--- src/rtl/tx_pkg.sv ---
// Shared definitions for the transmit stream cipher.
//   C_DATA_W          : stream word width
//   C_FRAME_LEN_W_DEF : default width of frame-length / frame-counter fields
//   tx_state_e        : framing FSM states
package tx_pkg;

  localparam int unsigned C_DATA_W          = 32;
  localparam int unsigned C_FRAME_LEN_W_DEF = 16;

  typedef enum logic {
    IDLE = 1'b0,
    RUN  = 1'b1
  } tx_state_e;

endpackage

--- src/rtl/tx_stream_cipher_if.sv ---
// Stream bundle for the transmit cipher: plaintext input (s_axis_*) and
// framed ciphertext output (m_axis_*).
//   slave  : cipher side (consumes s_axis_*, produces m_axis_*)
//   master : source/sink side (produces s_axis_*, consumes m_axis_*)
interface tx_stream_cipher_if
  import tx_pkg::*;
();

  logic                s_axis_tvalid;
  logic                s_axis_tready;
  logic [C_DATA_W-1:0] s_axis_tdata;
  logic                m_axis_tvalid;
  logic                m_axis_tready;
  logic [C_DATA_W-1:0] m_axis_tdata;
  logic                m_axis_sof;
  logic                m_axis_eof;

  modport slave (
    input  s_axis_tvalid, s_axis_tdata, m_axis_tready,
    output s_axis_tready, m_axis_tvalid, m_axis_tdata, m_axis_sof, m_axis_eof
  );

  modport master (
    output s_axis_tvalid, s_axis_tdata, m_axis_tready,
    input  s_axis_tready, m_axis_tvalid, m_axis_tdata, m_axis_sof, m_axis_eof
  );

endinterface

--- src/rtl/prbs.sv ---
// 32-bit PRBS keystream generator, polynomial x^32 + x^22 + x^2 + x + 1.
//   clk, rst       : clock, synchronous active-high reset
//   i_prbs_reload  : load state from i_prbs_seed (wins over run)
//   i_prbs_seed    : seed value
//   i_prbs_run     : advance state by one step
//   o_prbs         : current keystream word (state k after reload)
module prbs (
  input  logic        clk,
  input  logic        rst,
  input  logic        i_prbs_run,
  input  logic        i_prbs_reload,
  input  logic [31:0] i_prbs_seed,
  output logic [31:0] o_prbs
);

  logic [31:0] state_q;
  logic [31:0] state_d;

  always_comb begin
    state_d = state_q;
    if (i_prbs_reload) begin
      state_d = i_prbs_seed;
    end else if (i_prbs_run) begin
      state_d = {state_q[30:0], state_q[31] ^ state_q[21] ^ state_q[1] ^ state_q[0]};
    end
  end

  always_ff @(posedge clk) begin
    if (rst) begin
      state_q <= 32'h0000_0001;
    end else begin
      state_q <= state_d;
    end
  end

  assign o_prbs = state_q;

endmodule

--- src/rtl/tx_out_slice.sv ---
// Single-entry output register with valid/ready.
//   clk, rst   : clock, synchronous active-high reset
//   i_push     : load i_data (caller only pushes when o_in_ready)
//   i_data     : word to store
//   o_in_ready : entry free or being popped this cycle
//   o_valid    : entry occupied
//   i_ready    : downstream accepts the entry
//   o_data     : stored word, stable while o_valid && !i_ready
module tx_out_slice #(
  parameter int unsigned W = 34
) (
  input  logic         clk,
  input  logic         rst,
  input  logic         i_push,
  input  logic [W-1:0] i_data,
  output logic         o_in_ready,
  output logic         o_valid,
  input  logic         i_ready,
  output logic [W-1:0] o_data
);

  logic         valid_q;
  logic         valid_d;
  logic [W-1:0] data_q;
  logic [W-1:0] data_d;

  assign o_in_ready = !valid_q || i_ready;

  always_comb begin
    valid_d = valid_q;
    data_d  = data_q;
    if (i_push) begin
      valid_d = 1'b1;
      data_d  = i_data;
    end else if (valid_q && i_ready) begin
      valid_d = 1'b0;
    end
  end

  always_ff @(posedge clk) begin
    if (rst) begin
      valid_q <= 1'b0;
      data_q  <= '0;
    end else begin
      valid_q <= valid_d;
      data_q  <= data_d;
    end
  end

  assign o_valid = valid_q;
  assign o_data  = data_q;

endmodule

--- src/rtl/tx_stream_cipher.sv ---
// Transmit stream cipher: XORs each plaintext word with the PRBS keystream
// and emits framed ciphertext (sof/eof) through a one-entry output stage.
//   s_axi_aclk, s_axi_areset : clock, synchronous active-high reset
//   i_tx_enable              : level enable, honoured at frame boundaries
//   i_key_reload             : pulse; reload keystream from i_prbs_seed
//   i_prbs_seed              : keystream seed
//   i_frame_len              : words per frame (0 flags o_cfg_error)
//   axis                     : plaintext in / ciphertext out stream bundle
//   o_busy                   : FSM active, output occupied or reload pending
//   o_frame_count            : completed frames, wrapping
//   o_cfg_error              : enable seen with zero frame length
module tx_stream_cipher
  import tx_pkg::*;
#(
  parameter int unsigned C_FRAME_LEN_W = C_FRAME_LEN_W_DEF
) (
  input  logic                     s_axi_aclk,
  input  logic                     s_axi_areset,
  input  logic                     i_tx_enable,
  input  logic                     i_key_reload,
  input  logic [31:0]              i_prbs_seed,
  input  logic [C_FRAME_LEN_W-1:0] i_frame_len,
  tx_stream_cipher_if.slave        axis,
  output logic                     o_busy,
  output logic [C_FRAME_LEN_W-1:0] o_frame_count,
  output logic                     o_cfg_error
);

  localparam int unsigned SLICE_W = C_DATA_W + 2;

  tx_state_e                state_q, state_d;
  logic [C_FRAME_LEN_W-1:0] len_q, len_d;
  logic [C_FRAME_LEN_W-1:0] cnt_q, cnt_d;
  logic [C_FRAME_LEN_W-1:0] fc_q, fc_d;
  logic                     pend_q, pend_d;
  logic                     cfg_q, cfg_d;

  logic                i_prbs_run;
  logic                i_prbs_reload;
  logic [C_DATA_W-1:0] o_prbs;

  logic               slice_in_ready;
  logic               slice_valid;
  logic               slice_push;
  logic               s_tready;
  logic               beat_sof;
  logic               beat_eof;
  logic [SLICE_W-1:0] slice_din;
  logic [SLICE_W-1:0] slice_dout;

  prbs u_prbs (
    .clk           (s_axi_aclk),
    .rst           (s_axi_areset),
    .i_prbs_run    (i_prbs_run),
    .i_prbs_reload (i_prbs_reload),
    .i_prbs_seed   (i_prbs_seed),
    .o_prbs        (o_prbs)
  );

  always_comb begin
    state_d       = state_q;
    len_d         = len_q;
    cnt_d         = cnt_q;
    fc_d          = fc_q;
    pend_d        = pend_q | i_key_reload;
    cfg_d         = cfg_q;
    i_prbs_run    = 1'b0;
    i_prbs_reload = 1'b0;
    s_tready      = 1'b0;
    slice_push    = 1'b0;
    beat_sof      = 1'b0;
    beat_eof      = 1'b0;

    case (state_q)
      IDLE: begin
        if (i_tx_enable && (i_frame_len == '0)) begin
          cfg_d = 1'b1;
        end
        // A pending reload blocks frame start until it has been applied, so
        // the next frame always begins at keystream state 0.
        if (pend_q) begin
          if (!slice_valid) begin
            i_prbs_reload = 1'b1;
            pend_d        = i_key_reload;
          end
        end else if (i_tx_enable && (i_frame_len != '0)) begin
          len_d   = i_frame_len;
          cnt_d   = '0;
          cfg_d   = 1'b0;
          state_d = RUN;
        end
      end

      RUN: begin
        s_tready = slice_in_ready;
        if (axis.s_axis_tvalid && s_tready) begin
          slice_push = 1'b1;
          i_prbs_run = 1'b1;
          beat_sof   = (cnt_q == '0);
          beat_eof   = (cnt_q == (len_q - C_FRAME_LEN_W'(1)));
          cnt_d      = cnt_q + C_FRAME_LEN_W'(1);
          if (beat_eof) begin
            fc_d = fc_q + C_FRAME_LEN_W'(1);
            if (i_tx_enable && !pend_q && (i_frame_len != '0)) begin
              len_d = i_frame_len;
              cnt_d = '0;
              cfg_d = 1'b0;
            end else begin
              state_d = IDLE;
            end
          end
        end
      end

      default: state_d = IDLE;
    endcase

    if (!i_tx_enable) begin
      cfg_d = 1'b0;
    end
  end

  always_ff @(posedge s_axi_aclk) begin
    if (s_axi_areset) begin
      state_q <= IDLE;
      len_q   <= '0;
      cnt_q   <= '0;
      fc_q    <= '0;
      pend_q  <= 1'b0;
      cfg_q   <= 1'b0;
    end else begin
      state_q <= state_d;
      len_q   <= len_d;
      cnt_q   <= cnt_d;
      fc_q    <= fc_d;
      pend_q  <= pend_d;
      cfg_q   <= cfg_d;
    end
  end

  assign slice_din = {axis.s_axis_tdata ^ o_prbs, beat_sof, beat_eof};

  tx_out_slice #(
    .W (SLICE_W)
  ) u_out_slice (
    .clk        (s_axi_aclk),
    .rst        (s_axi_areset),
    .i_push     (slice_push),
    .i_data     (slice_din),
    .o_in_ready (slice_in_ready),
    .o_valid    (slice_valid),
    .i_ready    (axis.m_axis_tready),
    .o_data     (slice_dout)
  );

  assign axis.s_axis_tready = s_tready;
  assign axis.m_axis_tvalid = slice_valid;
  assign axis.m_axis_tdata  = slice_dout[SLICE_W-1:2];
  assign axis.m_axis_sof    = slice_dout[1];
  assign axis.m_axis_eof    = slice_dout[0];

  assign o_busy        = (state_q != IDLE) || slice_valid || pend_q;
  assign o_frame_count = fc_q;
  assign o_cfg_error   = cfg_q;

endmodule

--- src/flat_wrapper.sv ---
// flat-port wrapper written by rule: the top's interface ports become plain ports
module tx_stream_cipher_flat import tx_pkg::*;
#(
  parameter int unsigned C_FRAME_LEN_W = C_FRAME_LEN_W_DEF
)
  (s_axi_aclk, s_axi_areset, i_tx_enable, i_key_reload, i_prbs_seed, i_frame_len, o_busy, o_frame_count, o_cfg_error, axis_s_axis_tvalid, axis_s_axis_tdata, axis_m_axis_tready, axis_s_axis_tready, axis_m_axis_tvalid, axis_m_axis_tdata, axis_m_axis_sof, axis_m_axis_eof);
  tx_stream_cipher_if axis_i ();
  input  logic s_axi_aclk;
  input  logic s_axi_areset;
  input  logic i_tx_enable;
  input  logic i_key_reload;
  input  logic [31:0] i_prbs_seed;
  input  logic [C_FRAME_LEN_W-1:0] i_frame_len;
  output logic o_busy;
  output logic [C_FRAME_LEN_W-1:0] o_frame_count;
  output logic o_cfg_error;
  input wire logic [$bits(axis_i.s_axis_tvalid)-1:0] axis_s_axis_tvalid;
  input wire logic [$bits(axis_i.s_axis_tdata)-1:0] axis_s_axis_tdata;
  input wire logic [$bits(axis_i.m_axis_tready)-1:0] axis_m_axis_tready;
  output wire logic [$bits(axis_i.s_axis_tready)-1:0] axis_s_axis_tready;
  output wire logic [$bits(axis_i.m_axis_tvalid)-1:0] axis_m_axis_tvalid;
  output wire logic [$bits(axis_i.m_axis_tdata)-1:0] axis_m_axis_tdata;
  output wire logic [$bits(axis_i.m_axis_sof)-1:0] axis_m_axis_sof;
  output wire logic [$bits(axis_i.m_axis_eof)-1:0] axis_m_axis_eof;
  assign axis_i.s_axis_tvalid = axis_s_axis_tvalid;
  assign axis_i.s_axis_tdata = axis_s_axis_tdata;
  assign axis_i.m_axis_tready = axis_m_axis_tready;
  assign axis_s_axis_tready = axis_i.s_axis_tready;
  assign axis_m_axis_tvalid = axis_i.m_axis_tvalid;
  assign axis_m_axis_tdata = axis_i.m_axis_tdata;
  assign axis_m_axis_sof = axis_i.m_axis_sof;
  assign axis_m_axis_eof = axis_i.m_axis_eof;
  tx_stream_cipher #(.C_FRAME_LEN_W(C_FRAME_LEN_W)) u_core (.s_axi_aclk(s_axi_aclk), .s_axi_areset(s_axi_areset), .i_tx_enable(i_tx_enable), .i_key_reload(i_key_reload), .i_prbs_seed(i_prbs_seed), .i_frame_len(i_frame_len), .axis(axis_i), .o_busy(o_busy), .o_frame_count(o_frame_count), .o_cfg_error(o_cfg_error));
endmodule
--- config.mk ---
export PLATFORM = sky130hd
export DESIGN_NAME = tx_stream_cipher_flat
export DESIGN_NICKNAME = d
export VERILOG_FILES = /design/src/rtl/tx_pkg.sv /design/src/rtl/tx_stream_cipher_if.sv /design/src/rtl/prbs.sv /design/src/rtl/tx_out_slice.sv /design/src/rtl/tx_stream_cipher.sv /design/src/flat_wrapper.sv
export SDC_FILE = /design/constraint.sdc
export NUM_CORES = 1
export LEC_CHECK = 0
export CAP_MARGIN = 25
export CORE_ASPECT_RATIO = 1.25
export CORE_UTILIZATION = 45
export DETAILED_ROUTE_END_ITERATION = 6
export PLACE_DENSITY_LB_ADDON = 0.25
export SETUP_SLACK_MARGIN = 0.3
export SYNTH_ARGS = -nofsm -noshare
export SYNTH_HDL_FRONTEND = slang
export SYNTH_SLANG_ARGS = --single-unit
--- constraint.sdc ---
create_clock -name s_axi_aclk -period 3.7 [get_ports s_axi_aclk]
set_input_delay 0.74 -clock s_axi_aclk [delete_from_list [all_inputs] [get_ports s_axi_aclk]]
set_output_delay 0.74 -clock s_axi_aclk [all_outputs]
set_load 0.01 [all_outputs]
After elaboration in Yosys (flattened, before gate mapping)
Cells that the tools add are included.

word-level totals
  flip-flop bits (word level) = 118
  output and inout bits = 54

cells by class
  add/sub/neg operators = 3
  equal/unequal tests = 6
  multiplexer cells = 42
  bitwise gates (word level) = 7
  reduce and logical (&&, ||, !) cells = 21

operators by type and width
  cell                                                                     count
  16-bit two-way mux                                                       10
  32-bit two-way mux                                                       2
  16-bit one-hot mux with 2 select lines                                   2
  16-bit by 1-bit adder with 16-bit output, second input constant          2
  16-bit zero test                                                         2
  32-bit bitwise XOR                                                       1
  1-bit two-way mux                                                        26
  16-bit equality test                                                     1
  16-bit nonzero test                                                      1
  16-bit by 1-bit subtractor with 16-bit output, second input constant     1
  3-bit AND reduction                                                      3
  2-bit inequality test, second input constant                             4
  1-bit logical AND                                                        6
  5-bit AND reduction                                                      1
  1-bit one-hot mux with 2 select lines                                    2
  2-bit nonzero test                                                       2
  1-bit logical OR                                                         3
  1-bit bitwise XOR                                                        3
  1-bit zero test                                                          2
  2-bit by 1-bit inequality test with 1-bit output, second input constant  1
  1-bit NOT                                                                2
  2-bit OR reduction                                                       1
  1-bit OR                                                                 1

Logic depth before layout (Yosys ltp)
  word-level depth = 7
  depth in mapped cells = 13
  depth with buffers taken out = 9

Hierarchy
From an unflattened synthesis, not the netlist that was laid out.

unflattened totals
  cell total of the unflattened synthesis = 679
  area, all modules = 5988.2 um2

by module, submodules not included
  module            times used  cells an instance  area an instance (um2)  seq. area each (um2)
  tx_stream_cipher  1           394                3215.6                  1021.0
  prbs              1           171                1497.7                  640.6
  tx_out_slice      1           114                1275.0                  700.7

Least setup slack after synthesis
OpenSTA, ideal clock, no wires.

  kind = reg2reg
  start point = reg u_core.len_q[0]
  end point = reg u_core.fc_q[10] (netlist: u_core.o_frame_count[10])
  library setup time = 121 ps
  arrival = 3038 ps
  required time = 3579 ps
  slack = 541 ps
  cell stages (with the launch flop) = 14
  path buffers = 4
  clock period less this slack = 3159 ps
  cells stage by stage = dfxtp_1 clkbuf_1 inv_1 ha_1 clkbuf_1 nor2b_1 or3_1 a311oi_1 o211ai_1 or4_4 buf_6 buf_6 nor3_1 mux2_2

between the ends
  longest elaborated chain between the ends = 3

ends and longest elaborated chain
  element                                        line                     RTL
  start, declared                                tx_stream_cipher.sv:32   logic [C_FRAME_LEN_W-1:0] len_q, len_d;
  start signal, assigned                         tx_stream_cipher.sv:133  len_q <= len_d;
  16-bit by 1-bit subtractor with 16-bit output  tx_stream_cipher.sv:100  beat_eof = (cnt_q == (len_q - C_FRAME_LEN_W'(1)));
  16-bit equality test                           tx_stream_cipher.sv:100
  3-bit AND reduction (no line)                  -
  end signal, assigned                           tx_stream_cipher.sv:128  fc_q <= '0;
  end signal, assigned                           tx_stream_cipher.sv:135  fc_q <= fc_d;
  end, declared                                  tx_stream_cipher.sv:34   logic [C_FRAME_LEN_W-1:0] fc_q, fc_d;

No other way between the ends.
A chain may end at the register's enable or synchronous reset.

Worst setup path after layout
  start point = reg u_core.len_q[0]
  end point = reg u_core.fc_q[12] (netlist: u_core.o_frame_count[12])

The elaborated chain is that of the path after synthesis.

==> impl_metrics.yaml <==
timing:
  hold-worst-slack_ps: 461.9
  setup_viol: 0
  skew_ps: 21.85
  finalCriticalPeriod_ps: 3294
  slew_viol_final: 0
  post-route-period-util_pct: 89.04
  fmax_mhz: 303.5
  tightestPinTransition_ps: 963.8
  fin_setup_tns_ps: 0
  slew_headroom_pct: 35.75
  hold_violations: 0
  rsz0062_at_grt: "yes"
floorplanning:
  start_util_pct: 45.97
  core_area_um2: 13170
  die_w_um: 105.8
  placementRows: 47
  die_h_um: 131.7
  dieArea_um2: 13930
  io_pins: 140
synthesis:
  synth_area_leader_cell: "dfxtp_1"
  synth_edf_count: 0
  yosysSeqAreaShare_pct: 39.01
  syn-num-nets: 812
  synth_seq_cells: 118
  ys_top_cells_by_area: "dfxtp_1 39%, xnor2_1 8.0%, nor2_1 5.5%"
  synth_cell_types: 55
  synthesis.instances: 722
  avgSynthCellArea_um2: 8.388
  ys.flop_type: "dfxtp_1"
  netlist_area_um2: 6056
  yosys_warnings: 0
  synth_top_area_share_pct: 39.01
  synthArstFlopShare_pct: 0
power:
  netSwitchingFraction_pct: 25.65
  power.total_mw: 3.522
  switchingPower_mw: 0.9033
  powerDensity_nw_per_um2: 430.8
  p_seq_share_pct: 40.1
  p_int_mw: 2.619
  vdd_ir_drop_max_mv: 0.2373
  comb_power_share_pct: 15.8
  leakage_nw: 2.810
  clkPwrFrac_pct: 44.1
critical_path:
  crit_path_end_kind: "flop"
  critical-path-slowest-cell: "or4_4"
  cp.arrival_ps: 3600
  path_cells: "inv_1 > ha_1 > or4b_1 > or3_1 > o31ai_2 > o211ai_1 > buf_4 > or4_4 > nor3_1 > mux2_2"
  slowest_delay_ps: 590
  crit_fanout: 10
  reg2reg_from: "u_core.len_q[0]"
  critPathLaunchType: "flop"
  crit_required_ps: 4000
  reg2regPathDepth: 10
  rrSetupSlack_ps: 410
  critPathKind: "flop to flop"
  r2r_end: "u_core.o_frame_count[12]"
global_route:
  grt_pass1_wl_mm: 26.70
  antenna_found_initial: 0
  grt.total_usage_pct: 24.07
  grt_pass1_vias: 5576
  grt_max_degree: 101
  grt-ovfl-total: 0
route:
  wl_mm: 16.29
  ant_nets: 0
  drt_iter0_markers: 225
  wire_per_inst_um: 15.97
  first_pass_iters: 5
  remaining_drc_errors: 0
  viasPerCell: 5.469
  num_vias: 5578
placement:
  globalplace.congestion: 0.8407
  io_buffers: 139
  hpwl_mm: 11.29
run_status:
  status: "finished clean"
final_layout:
  layout-drive-gt1-share_pct: 7.892
  fin_nets: 927
  syn2layout_area_growth_pct: 35.00
  antenna_cells: 0
hold_path:
  min_from: "u_core.u_out_slice.o_data[1]"
  min_path_cells: 2
  min_to: "u_core.u_out_slice.o_data[1]"
  min_path_type: "flop to flop"
clock_network:
  tritoncts: "done"
  htreeDepth: 4
  clk_pin_slew_ps: 50
  cts_buffer_depth: 2
  cts_sinks: 118
  clk_latency_ps: 420
  cts-root-buf: "clkbuf_16"
  cts-buffers-inserted: 17
flow_run:
  cap_violations: 0
-- through the flow --
step | setup WS (ps) | cell area (µm²) | cells | util [%]
6_report | 405.6 | 8175 | 1020 | 62.06
5_1_grt | 281.3 | 8175 | 1020 | 62.06
4_1_cts | 400.2 | 8103 | 1015 | 61.51
3_5_place_dp | 431.7 | 7541 | 984 | 57.25
3_3_place_gp | 561.6 | 7513 | 983 | 57.04
2_1_floorplan | 541.3 | 6056 | 722 | -
-- registers in the layout, summed over array words and instances, names as in the netlist --
register                    cells
u_core.cnt_q                   16
u_core.u_out_slice.o_valid      1
u_core.len_q                   16
u_core.state_q                  1
u_core.pend_q                   1
u_core.o_frame_count           16
u_core.o_cfg_error              1
u_core.u_prbs.o_prbs           32
u_core.u_out_slice.o_data      34
-- cell usage in the layout (no fill, tap or decap), types with 6 or more instances in the layout --
master	n
or3_1	7
inv_1	9
nand2b_1	35
clkdlybuf4s50_1	138
mux2i_1	17
nand4_1	6
clkbuf_16	18
nor3_1	32
a311oi_1	32
a21oi_1	9
nor2_1	89
dfxtp_1	116
buf_4	7
nor4_1	15
xnor2_1	55
xor2_1	12
mux2_2	13
and3_1	6
o21ai_0	9
a211oi_1	32
nor2b_1	19
nand3_1	12
nand2_1	81
-- cells in the mapped netlist (all sizes together) (5+ instances only) --
| cell | n |
|---|---|
| a211oi | 32 |
| a21oi | 9 |
| a311oi | 32 |
| and2 | 5 |
| and3 | 7 |
| and4 | 5 |
| buf | 8 |
| clkbuf | 47 |
| dfxtp | 118 |
| inv | 9 |
| mux2 | 13 |
| mux2i | 17 |
| nand2 | 82 |
| nand2b | 35 |
| nand3 | 13 |
| nand4 | 6 |
| nor2 | 90 |
| nor2b | 19 |
| nor3 | 32 |
| nor4 | 15 |
| o21ai | 9 |
| or3 | 7 |
| or4 | 5 |
| xnor2 | 55 |
| xor2 | 12 |
-- power groups by stage --
stage	clock network, mW	registers, mW	logic, mW
2_1_floorplan	0	1.43	0.312
3_3_place_gp	0	1.44	0.525
3_5_place_dp	0	1.44	0.537
4_1_cts	1.58	1.41	0.541
5_1_grt	1.64	1.42	0.611
6_report	1.55	1.41	0.556
-- how the worst max path moves through the flow --
stage / start / to / cells past startpoint
after floorplan: u_core.len_q[0] / u_core.o_frame_count[10] / 13
after global placement: u_core.len_q[0] / u_core.len_q[13] / 10
after detailed placement: u_core.len_q[0] / u_core.len_q[11] / 11
after CTS: u_core.len_q[0] / u_core.len_q[11] / 11
after global routing: u_core.len_q[0] / u_core.o_frame_count[8] / 10
final: u_core.len_q[0] / u_core.o_frame_count[12] / 10
-- cell type report --
type	count	area (µm²)
well taps	171	214.0
multi-input cells	542	3472
clock inverters	8	73.82
flip-flops and latches	118	2367
fillers	1166	4997
clock buffers	23	488.0
repair buffers	149	1526
inverters	9	33.78
-- critical path, delay by kind of cell, from the launching register on --
| kind | cells | cell delay, ps |
|---|---|---|
| AND/OR/NAND/NOR | 4 | 1620 |
| AO/OA/AOI/OAI | 2 | 440 |
| flip-flops | 1 | 370 |
| multiplexers | 1 | 360 |
| buffers and inverters | 2 | 260 |
| adder cells (fa/ha/maj) | 1 | 150 |
-- cell families (layout without fill, tap and decap cells) --
logic type	after synthesis	count (layout)	share of synthesized area [%]
simple gates	335	337	27.44
flops	118	118	39.01
compound gates	103	103	12.95
xor+xnor	68	68	10.08
buf+inv	64	189	4.463
mux	30	30	5.227
fa+ha+maj	4	4	0.8265
-- what timing repair did --
action,CTS,global route
hold buffers,0,0
setup endpoints to repair,0,42
gates resized for setup,0,6
buffers inserted,0,2
-- metal layers --
metal  track usage, %  vias to the layer above  part of all wire (%)
met2            41.61                      124                    51
met1            26.67                     2636                    41
met3            6.994                       39                   4.2
met4            12.11                        0                   3.2
li1                 -                     2779                     -
met5                0                        -                     0
No activity file was read; power rests on OpenSTA's default activity.
